--- config.mk ---
export PLATFORM = sky130hd
export DESIGN_NAME = usr_seq_ctrl
export DESIGN_NICKNAME = d
export VERILOG_FILES = /design/src/rtl/usr_seq_ctrl_pkg.sv /design/src/rtl/usr_shift_cnt.sv /design/src/rtl/usr_seq_ctrl.sv
export SDC_FILE = /design/constraint.sdc
export NUM_CORES = 1
export LEC_CHECK = 0
export CAP_MARGIN = 5
export CORE_UTILIZATION = 39
export CTS_BUF_LIST = sky130_fd_sc_hd__clkbuf_16
export DETAILED_ROUTE_END_ITERATION = 8
export GPL_TIMING_DRIVEN = 0
export PLACE_DENSITY = 0.82
export SLEW_MARGIN = 0
export SYNTH_ARGS = -nofsm -noshare
export SYNTH_HDL_FRONTEND = slang
export SYNTH_SLANG_ARGS = --single-unit
--- constraint.sdc ---
create_clock -name clk -period 1.4 [get_ports clk]
set_input_delay 0.21 -clock clk [delete_from_list [all_inputs] [get_ports clk]]
set_output_delay 0.21 -clock clk [all_outputs]
set_load 0.02 [all_outputs]
--- src/rtl/usr_seq_ctrl_pkg.sv ---
// usr_seq_ctrl_pkg: shared FSM states, USR mode codes and command op codes
package usr_seq_ctrl_pkg;
    typedef enum logic [1:0] {ST_IDLE, ST_LOAD, ST_SHIFT, ST_DONE} state_t;
    localparam logic [1:0] USR_HOLD = 2'b00;
    localparam logic [1:0] USR_SHR  = 2'b01;
    localparam logic [1:0] USR_SHL  = 2'b10;
    localparam logic [1:0] USR_LOAD = 2'b11;
    localparam logic [1:0] OP_LOAD  = 2'b00;
    localparam logic [1:0] OP_SHR   = 2'b01;
    localparam logic [1:0] OP_SHL   = 2'b10;
    localparam logic [1:0] OP_LDSH  = 2'b11;
    function automatic logic op_loads(input logic [1:0] op);
        return op == OP_LOAD || op == OP_LDSH;
    endfunction
endpackage

--- src/rtl/usr_shift_cnt.sv ---
// usr_shift_cnt: loadable down-counter of remaining shifts with a last-shift flag
//   clk, clear      clock, sync active-high reset
//   i_load, i_val   load the counter with i_val
//   i_dec           decrement by one
//   o_rem, o_last   remaining count, high when o_rem == 1
module usr_shift_cnt #(
    parameter int CNT_W = 3
) (
    input  logic             clk,
    input  logic             clear,
    input  logic             i_load,
    input  logic [CNT_W-1:0] i_val,
    input  logic             i_dec,
    output logic [CNT_W-1:0] o_rem,
    output logic             o_last
);
    logic [CNT_W-1:0] r_rem;
    always_ff @(posedge clk) begin
        if (clear)       r_rem <= '0;
        else if (i_load) r_rem <= i_val;
        else if (i_dec)  r_rem <= r_rem - 1'b1;
    end
    assign o_rem  = r_rem;
    assign o_last = r_rem == CNT_W'(1);
endmodule

--- src/rtl/usr_seq_ctrl.sv ---
// usr_seq_ctrl: command sequencer driving a universal shift register
//   clk, clear                    clock, sync active-high reset (also clears the USR)
//   cmd_valid/cmd_ready           command handshake, accepted only in IDLE
//   cmd_op/cnt/data/rot/fill      command fields
//   usr_q                         USR output fed back
//   usr_s/usr_i/usr_sil/usr_sir   USR mode, parallel input, serial inputs
//   busy, done, result            status, one-cycle completion pulse, captured usr_q
module usr_seq_ctrl
    import usr_seq_ctrl_pkg::*;
#(
    parameter int WIDTH = 4,
    parameter int CNT_W = 3
) (
    input  logic             clk,
    input  logic             clear,
    input  logic             cmd_valid,
    output logic             cmd_ready,
    input  logic [1:0]       cmd_op,
    input  logic [CNT_W-1:0] cmd_cnt,
    input  logic [WIDTH-1:0] cmd_data,
    input  logic             cmd_rot,
    input  logic             cmd_fill,
    input  logic [WIDTH-1:0] usr_q,
    output logic [1:0]       usr_s,
    output logic [WIDTH-1:0] usr_i,
    output logic             usr_sil,
    output logic             usr_sir,
    output logic             busy,
    output logic             done,
    output logic [WIDTH-1:0] result
);
    state_t           r_state, w_next;
    logic [1:0]       r_op;
    logic [CNT_W-1:0] r_cnt;
    logic [WIDTH-1:0] r_data, r_result;
    logic             r_rot, r_fill;
    logic             w_accept, w_shift, w_last;
    logic [CNT_W-1:0] w_rem;
    assign w_accept = r_state == ST_IDLE && cmd_valid;
    assign w_shift  = r_state == ST_SHIFT;
    // Loading at accept is equivalent to loading on LOAD->SHIFT: nothing decrements in between.
    usr_shift_cnt #(.CNT_W(CNT_W)) u_cnt (
        .clk    (clk),
        .clear  (clear),
        .i_load (w_accept),
        .i_val  (cmd_cnt),
        .i_dec  (w_shift),
        .o_rem  (w_rem),
        .o_last (w_last)
    );
    always_ff @(posedge clk) begin
        if (clear) begin
            r_state  <= ST_IDLE;
            r_op     <= '0;
            r_cnt    <= '0;
            r_data   <= '0;
            r_rot    <= 1'b0;
            r_fill   <= 1'b0;
            r_result <= '0;
        end else begin
            r_state <= w_next;
            if (w_accept) begin
                r_op   <= cmd_op;
                r_cnt  <= cmd_cnt;
                r_data <= cmd_data;
                r_rot  <= cmd_rot;
                r_fill <= cmd_fill;
            end
            if (r_state == ST_DONE) r_result <= usr_q;
        end
    end
    always_comb begin
        w_next = r_state;
        case (r_state)
            ST_IDLE:  if (cmd_valid) w_next = op_loads(cmd_op) ? ST_LOAD : (cmd_cnt != '0 ? ST_SHIFT : ST_DONE);
            ST_LOAD:  w_next = (r_op == OP_LDSH && r_cnt != '0) ? ST_SHIFT : ST_DONE;
            ST_SHIFT: if (w_last) w_next = ST_DONE;
            default:  w_next = ST_IDLE;
        endcase
    end
    always_comb begin
        usr_s   = r_state == ST_LOAD ? USR_LOAD : w_shift ? (r_op == OP_SHL ? USR_SHL : USR_SHR) : USR_HOLD;
        usr_i   = r_state == ST_LOAD ? r_data : '0;
        usr_sir = w_shift & (r_rot ? usr_q[0] : r_fill);
        usr_sil = w_shift & (r_rot ? usr_q[WIDTH-1] : r_fill);
    end
    assign cmd_ready = r_state == ST_IDLE;
    assign busy      = !cmd_ready;
    assign done      = r_state == ST_DONE;
    assign result    = r_result;
    // w_rem is exposed by the counter for debug only.
    logic w_unused;
    assign w_unused = ^w_rem;
endmodule

==> impl_metrics.env, run 1 <==
export IMPL_outcome="complete, but fails checks"
export IMPL_violations="negative setup slack"
export IMPL_grt_pass1_vias=890
export IMPL_clock_sinks=20
export IMPL_grtUsageTotal_pct=19.5
export IMPL_die_w_um=51.3
export IMPL_finalHoldViolCount=0
export IMPL_drt_wl_total_mm=2.56
export IMPL_worstHoldPathType="flip-flop to flip-flop"
export IMPL_max_slew_margin_pct=60.3
export IMPL_nFillCells=177
export IMPL_timing_final_crit_period_ps=1460
export IMPL_critPathKind="flip-flop to output port"
export IMPL_tightest_slew_ps=588
export IMPL_setup_tns_ps=-91.8
export IMPL_synth_avg_cell_area_sq_um=8.25
export IMPL_switchingPower_mw=1.18
export IMPL_crit_arrival_ps=1250
export IMPL_cp_end_kind="output port"
export IMPL_synth_top_area_share_pct=42.2
export IMPL_grt_start_max_net_pins=12
export IMPL_dieArea_sq_um=2630
export IMPL_clock_path_buffers=2
export IMPL_layout_nets=187
export IMPL_synthCells=115
export IMPL_grt_remaining_overflow=0
export IMPL_cts_tree="done"
export IMPL_async_reset_ff_share_pct=0
export IMPL_synth_nets=139
export IMPL_p_sw_share_pct=37.5
export IMPL_rows=17
export IMPL_fin_worst_hold_slack_ps=456
export IMPL_dp_hpwl_mm=1.72
export IMPL_p_int_mw=1.97
export IMPL_power_density_nw_per_um2=2010
export IMPL_peakVddDrop_mv=1.34
export IMPL_stdcell_area_sq_um=1570
export IMPL_yosys_top_cells_count="nand2_1 (30), dfxtp_1 (20), a21oi_1 (18)"
export IMPL_synth_edf_count=0
export IMPL_setup_worst_path_start_class="flip-flop"
export IMPL_final_antenna_net_count=0
export IMPL_layout_setup_ws_ps=-58.5
export IMPL_viasPerCell=4.98
export IMPL_dp_cells=175
export IMPL_synth_most_common_cell="nand2_1"
export IMPL_required_ps=1190
export IMPL_io_buffers=32
export IMPL_drtIter0Drc=8
export IMPL_clockPowerShare_pct=18.9
export IMPL_power_frac_seq_pct=25.7
export IMPL_crit_fanout=4
export IMPL_area_growth_pct=65.4
export IMPL_grt_pass1_wl_mm=3.80
export IMPL_place_ws_ps=-399
export IMPL_io_pins=33
export IMPL_rsz0062_at_grt="true"
export IMPL_synth_area_top_cells="dfxtp_1 (42%), nand2_1 (12%), a21oi_1 (9.5%)"
export IMPL_cts_buffers=3
export IMPL_clock_skew_ps=6.21
export IMPL_syn_area_sq_um=948
export IMPL_post_route_util_pct=69.6
export IMPL_die_h_um=51.3
export IMPL_dr_pass1_iters=4
export IMPL_finalCritPeriodShare_pct=104
export IMPL_yosys_warnings=0
export IMPL_final_cells=190
export IMPL_synth_cell_types=26
export IMPL_core_area_sq_um=2250
export IMPL_leakage_nw=0.673
export IMPL_maxCapViolCount=0
export IMPL_htree_levels=1
export IMPL_clk_latency_ps=260
export IMPL_slew_viol_final=0
export IMPL_remaining_drc_errors=0
export IMPL_clkTransAtPathRegs_ps=60
export IMPL_synth_ff_type="dfxtp_1"
export IMPL_antenna_found_initial=0
export IMPL_yosysTopAreaCell="dfxtp_1"
export IMPL_placed_cell_area_sq_um=1320
export IMPL_gp_congestion=0.794
export IMPL_n_antenna_cell=0
export IMPL_via_count=947
export IMPL_initial_core_util_pct=42.1
export IMPL_setup_viol_count_final=4
export IMPL_cts_root_buf="clkbuf_16"
export IMPL_wire_per_inst_um=13.5
export IMPL_comb_power_share_pct=55.4
export IMPL_fmax_mhz=686
export IMPL_synth_seq_area_share_pct=42.2
export IMPL_ys_ff_latch=20
export IMPL_drive_above_1_share_pct=29.0
export IMPL_total_power_mw=3.15
==> cell type report <==
cell class | instances | area [sq um] | area share, %
multi-input combinational | 83 | 571 | 36.4
sequential | 20 | 405 | 25.8
timing repair buffer | 44 | 403 | 25.7
clock buffer | 3 | 75.1 | 4.78
buffer | 5 | 43.8 | 2.79
tap | 28 | 35.0 | 2.23
inverter | 6 | 32.5 | 2.07
clock inverter | 1 | 3.75 | 0.239
==> state kept, by name, summed over array words and instances (netlist names) <==
register and flops:
r_cnt 3, r_data 4, r_fill 1, r_op 2
r_rot 1, r_state 2, result 4, u_cnt.o_rem 3
==> per-layer routing <==
metal	GRT usage [%]	vias up	share of wire [%]
met3	2.68	2	2.2
li1	-	476	-
met2	37.3	13	57
met1	21.7	456	40
met5	0	-	0
met4	6.76	0	1.0
==> cells by family after synthesis <==
| logic type | count (synthesis) | share of synthesized area, % |
|---|---|---|
| and+or+nand+nor | 44 | 20.2 |
| AOI/OAI and AO/OA | 26 | 16.8 |
| DFF | 20 | 42.2 |
| buffers and inverters | 12 | 5.94 |
| adders and majority gates | 6 | 7.92 |
| muxes | 4 | 4.22 |
| xor gates and xnor gates | 3 | 2.77 |
==> power groups by stage <==
stage	sequential [mW]	clock [mW]	combinational (mW)
detailed placement	0.792	0	1.30
CTS	0.797	0.599	1.54
global route	0.828	0.630	1.86
global placement	0.785	0	1.26
finish	0.810	0.596	1.75
floorplan	0.782	0	0.870
==> repair_timing <==
action,in CTS,in global routing
hold buffers,0,0
gates resized for setup,67,25
pin swaps,5,7
buffers inserted,9,3
endpoints found under the setup margin,15,25
==> critical path: stages, from the launching register on <==
cell and delay [ps]:
dfxtp_4 360, inv_4 60, ha_4 160, clkinv_4 70
o21bai_1 170, buf_4 170
==> final timing paths <==
kind	startpoint	end	slack, ps	depth (start not counted)
max	r_state[0]	usr_s[1]	-60	5
min	r_fill	r_fill	460	2
max reg2reg	r_state[0]	r_state[1]	0	7
min reg2reg	r_fill	r_fill	460	2
==> placed cells by master, fill, tap and decap left out, types with 2 or more instances in the layout <==
cell              n
nand2_1          30
a21oi_1          18
dfxtp_1          18
clkdlybuf4s50_1  17
buf_4            14
buf_6             9
and2_4            5
mux2i_1           4
nor2_1            4
ha_1              3
ha_4              3
clkbuf_16         3
dlygate4sd2_1     3
inv_1             2
inv_4             2
nand2b_1          2
xor2_1            2
clkbuf_1          2
buf_2             2
No activity file was read; power rests on OpenSTA's default activity.
==> run 2, diff against run 1 <==
- CTS_CLUSTER_DIAMETER: unset -> 30
==> results of run 2 <==
Same layout as run 1: the final DEF is identical, and so are final timing and power.
==> run 3, diff against run 2 <==
- CORE_UTILIZATION: 39 -> 40
- PLACE_DENSITY: 0.82 -> 0.83
- SYNTH_HIERARCHICAL: unset -> 1
- TNS_END_PERCENT: unset -> 1
==> run 3 against run 2 <==
The run still ends with negative setup slack left. Synthesized cell count grew 5.2%. Non-clock buffer count decreased by 10. Cell count is 1.6% lower. Hold slack better by 7.1 ps. Critical endpoint is now r_state[0]. Largest cell class unchanged. Highest routed layer unchanged.
==> impl_metrics.env, run 3 <==
export IMPL_outcome="complete, but fails checks"
export IMPL_violations="negative setup slack"
export IMPL_drtIter0Drc=12
export IMPL_cp_end_kind="flip-flop"
export IMPL_layout_setup_ws_ps=-122
export IMPL_worstHoldPathType="flip-flop to flip-flop"
export IMPL_synth_area_top_cells="dfxtp_1 (40%), nand2_1 (9.3%), ha_1 (7.4%)"
export IMPL_finalHoldViolCount=0
export IMPL_maxCapViolCount=0
export IMPL_clock_path_buffers=2
export IMPL_fmax_mhz=657
export IMPL_setup_worst_path_start_class="flip-flop"
export IMPL_dr_pass1_iters=4
export IMPL_htree_levels=1
export IMPL_viasPerCell=5.26
export IMPL_finalCritPeriodShare_pct=109
export IMPL_setup_viol_count_final=10
export IMPL_setup_tns_ps=-366
export IMPL_placed_cell_area_sq_um=1400
export IMPL_dp_hpwl_mm=1.88
export IMPL_clock_skew_ps=5.16
export IMPL_drt_wl_total_mm=2.75
export IMPL_synth_avg_cell_area_sq_um=8.34
export IMPL_clockPowerShare_pct=25.1
export IMPL_layout_nets=184
export IMPL_grt_use_met2_pct=40.0
export IMPL_final_antenna_net_count=0
export IMPL_grt_start_max_net_pins=17
export IMPL_gp_congestion=0.805
export IMPL_leakage_nw=0.673
export IMPL_required_ps=1570
export IMPL_initial_core_util_pct=44.0
export IMPL_die_w_um=52.2
export IMPL_grtUsageTotal_pct=20.9
export IMPL_clk_latency_ps=250
export IMPL_slew_viol_final=0
export IMPL_gr_usage_met1_pct=22.0
export IMPL_die_h_um=52.2
export IMPL_clkTransAtPathRegs_ps=50
export IMPL_tightest_slew_ps=282
export IMPL_synth_seq_area_share_pct=39.7
export IMPL_n_antenna_cell=0
export IMPL_rows=17
export IMPL_io_buffers=32
export IMPL_yosysTopAreaCell="dfxtp_1"
export IMPL_grt_pass1_vias=966
export IMPL_via_count=984
export IMPL_syn_area_sq_um=1010
export IMPL_clock_sinks=20
export IMPL_synthCells=121
export IMPL_rsz0062_at_grt="true"
export IMPL_synth_edf_count=0
export IMPL_power_density_nw_per_um2=1960
export IMPL_grt_remaining_overflow=0
export IMPL_grt_busiest_layer="met2"
export IMPL_grtUsageMet3_pct=4.06
export IMPL_core_area_sq_um=2300
export IMPL_yosys_warnings=6
export IMPL_synth_nets=145
export IMPL_synth_most_common_cell="nand2_1"
export IMPL_cts_buffers=3
export IMPL_comb_power_share_pct=48.0
export IMPL_switchingPower_mw=1.14
export IMPL_synth_top_area_share_pct=39.7
export IMPL_crit_fanout=6
export IMPL_cts_tree="done"
export IMPL_remaining_drc_errors=0
export IMPL_yosys_top_cells_count="nand2_1 (25), dfxtp_1 (20), a21oi_1 (14)"
export IMPL_antenna_found_initial=0
export IMPL_wire_per_inst_um=14.7
export IMPL_hold_buffers=0
export IMPL_async_reset_ff_share_pct=0
export IMPL_p_sw_share_pct=36.3
export IMPL_r2r_cells=5
export IMPL_io_pins=33
export IMPL_grt_pass1_wl_mm=4.11
export IMPL_layout_common_cells="nand2_1 (24), dfxtp_1 (18), clkdlybuf4s50_1 (17)"
export IMPL_power_frac_seq_pct=26.9
export IMPL_area_growth_pct=57.6
export IMPL_stdcell_area_sq_um=1590
export IMPL_p_int_mw=1.99
export IMPL_critPathKind="flip-flop to flip-flop"
export IMPL_timing_final_crit_period_ps=1520
export IMPL_hold_path_depth=2
export IMPL_cts_root_buf="clkbuf_16"
export IMPL_final_common_cell="nand2_1"
export IMPL_max_slew_margin_pct=81.1
export IMPL_dieArea_sq_um=2730
export IMPL_synth_cell_types=34
export IMPL_peakVddDrop_mv=1.14
export IMPL_synth_ff_type="dfxtp_1"
export IMPL_crit_arrival_ps=1700
export IMPL_ys_ff_latch=20
export IMPL_drive_above_1_share_pct=25.8
[run 3: changes by cell type after synthesis, moves of 2 or more]
cell / previous run / this run
nor2b_1: 1 / 4
a21oi_1: 18 / 14
a211oi_1: 0 / 2
nand2_1: 30 / 25
inv_1: 5 / 8
nor2_1: 4 / 6
[run 3: cells by family (layout without fill, tap and decap cells)]
family / Yosys count / in the layout / synth area share, %
adders and majority gates: 6 / 6 / 7.43
AOI/OAI and AO/OA: 25 / 25 / 16.6
xor gates and xnor gates: 2 / 2 / 1.74
DFF: 20 / 20 / 39.7
muxes: 4 / 4 / 3.97
buffers and inverters: 14 / 52 / 6.07
and+or+nand+nor: 50 / 50 / 24.5
[run 3: worst paths after layout]
| kind | from | to | slack (ps) |
|---|---|---|---|
| min | r_data[0] | r_data[0] | 460 |
| max | r_state[1] | r_state[0] | -120 |
| min reg2reg | r_data[0] | r_data[0] | 460 |
| max reg2reg | r_state[1] | r_state[0] | -120 |
[run 3: what timing repair did]
item | CTS | global route
buffers inserted | 2 | 0
setup endpoints to repair | 29 | 26
pin swaps | 2 | 0
resized for setup | 50 | 20
[run 3: power groups by stage]
| stage | Sequential [mW] | Combinational, mW | Clock, mW |
|---|---|---|---|
| floorplan | 0.799 | 0.897 | 0 |
| global placement | 0.799 | 1.28 | 0 |
| detailed placement | 0.812 | 1.33 | 0 |
| CTS | 0.834 | 1.43 | 0.789 |
| global route | 0.853 | 1.64 | 0.815 |
| finish | 0.841 | 1.50 | 0.785 |
[run 3: routing by layer]
metal / vias up / part of all wire [%]
li1: 485 / -
met4: 0 / 1.4
met3: 6 / 5.2
met2: 32 / 53
met1: 461 / 40
met5: - / 0
[run 3: worst max-delay path, stage by stage, from the launching register on]
cell and delay [ps]:
dfxtp_4 400, inv_6 60, ha_4 170, and2b_4 180
or4_4 490, o211ai_2 140
[run 3: area by class of cell]
type / count / area (sq um)
fillers: 177 / 706
multi-input cells: 87 / 641
flip-flops and latches: 20 / 408
repair buffers: 34 / 308
clock buffers: 3 / 75.1
plain buffers: 5 / 51.3
inverters: 9 / 43.8
well taps: 28 / 35.0
clock inverters: 1 / 30.0
[run 3: through the flow]
stage	hold slack, ps	setup slack [ps]	cells	power, mW	utilization [%]
final	463	-122	187	3.12	69.3
after floorplan	283	-57.1	121	1.70	-
after CTS	455	-110	187	3.05	68.4
after global placement	438	-364	181	2.08	61.1
after detailed placement	447	-396	181	2.14	61.1
after global routing	479	-157	187	3.30	69.3
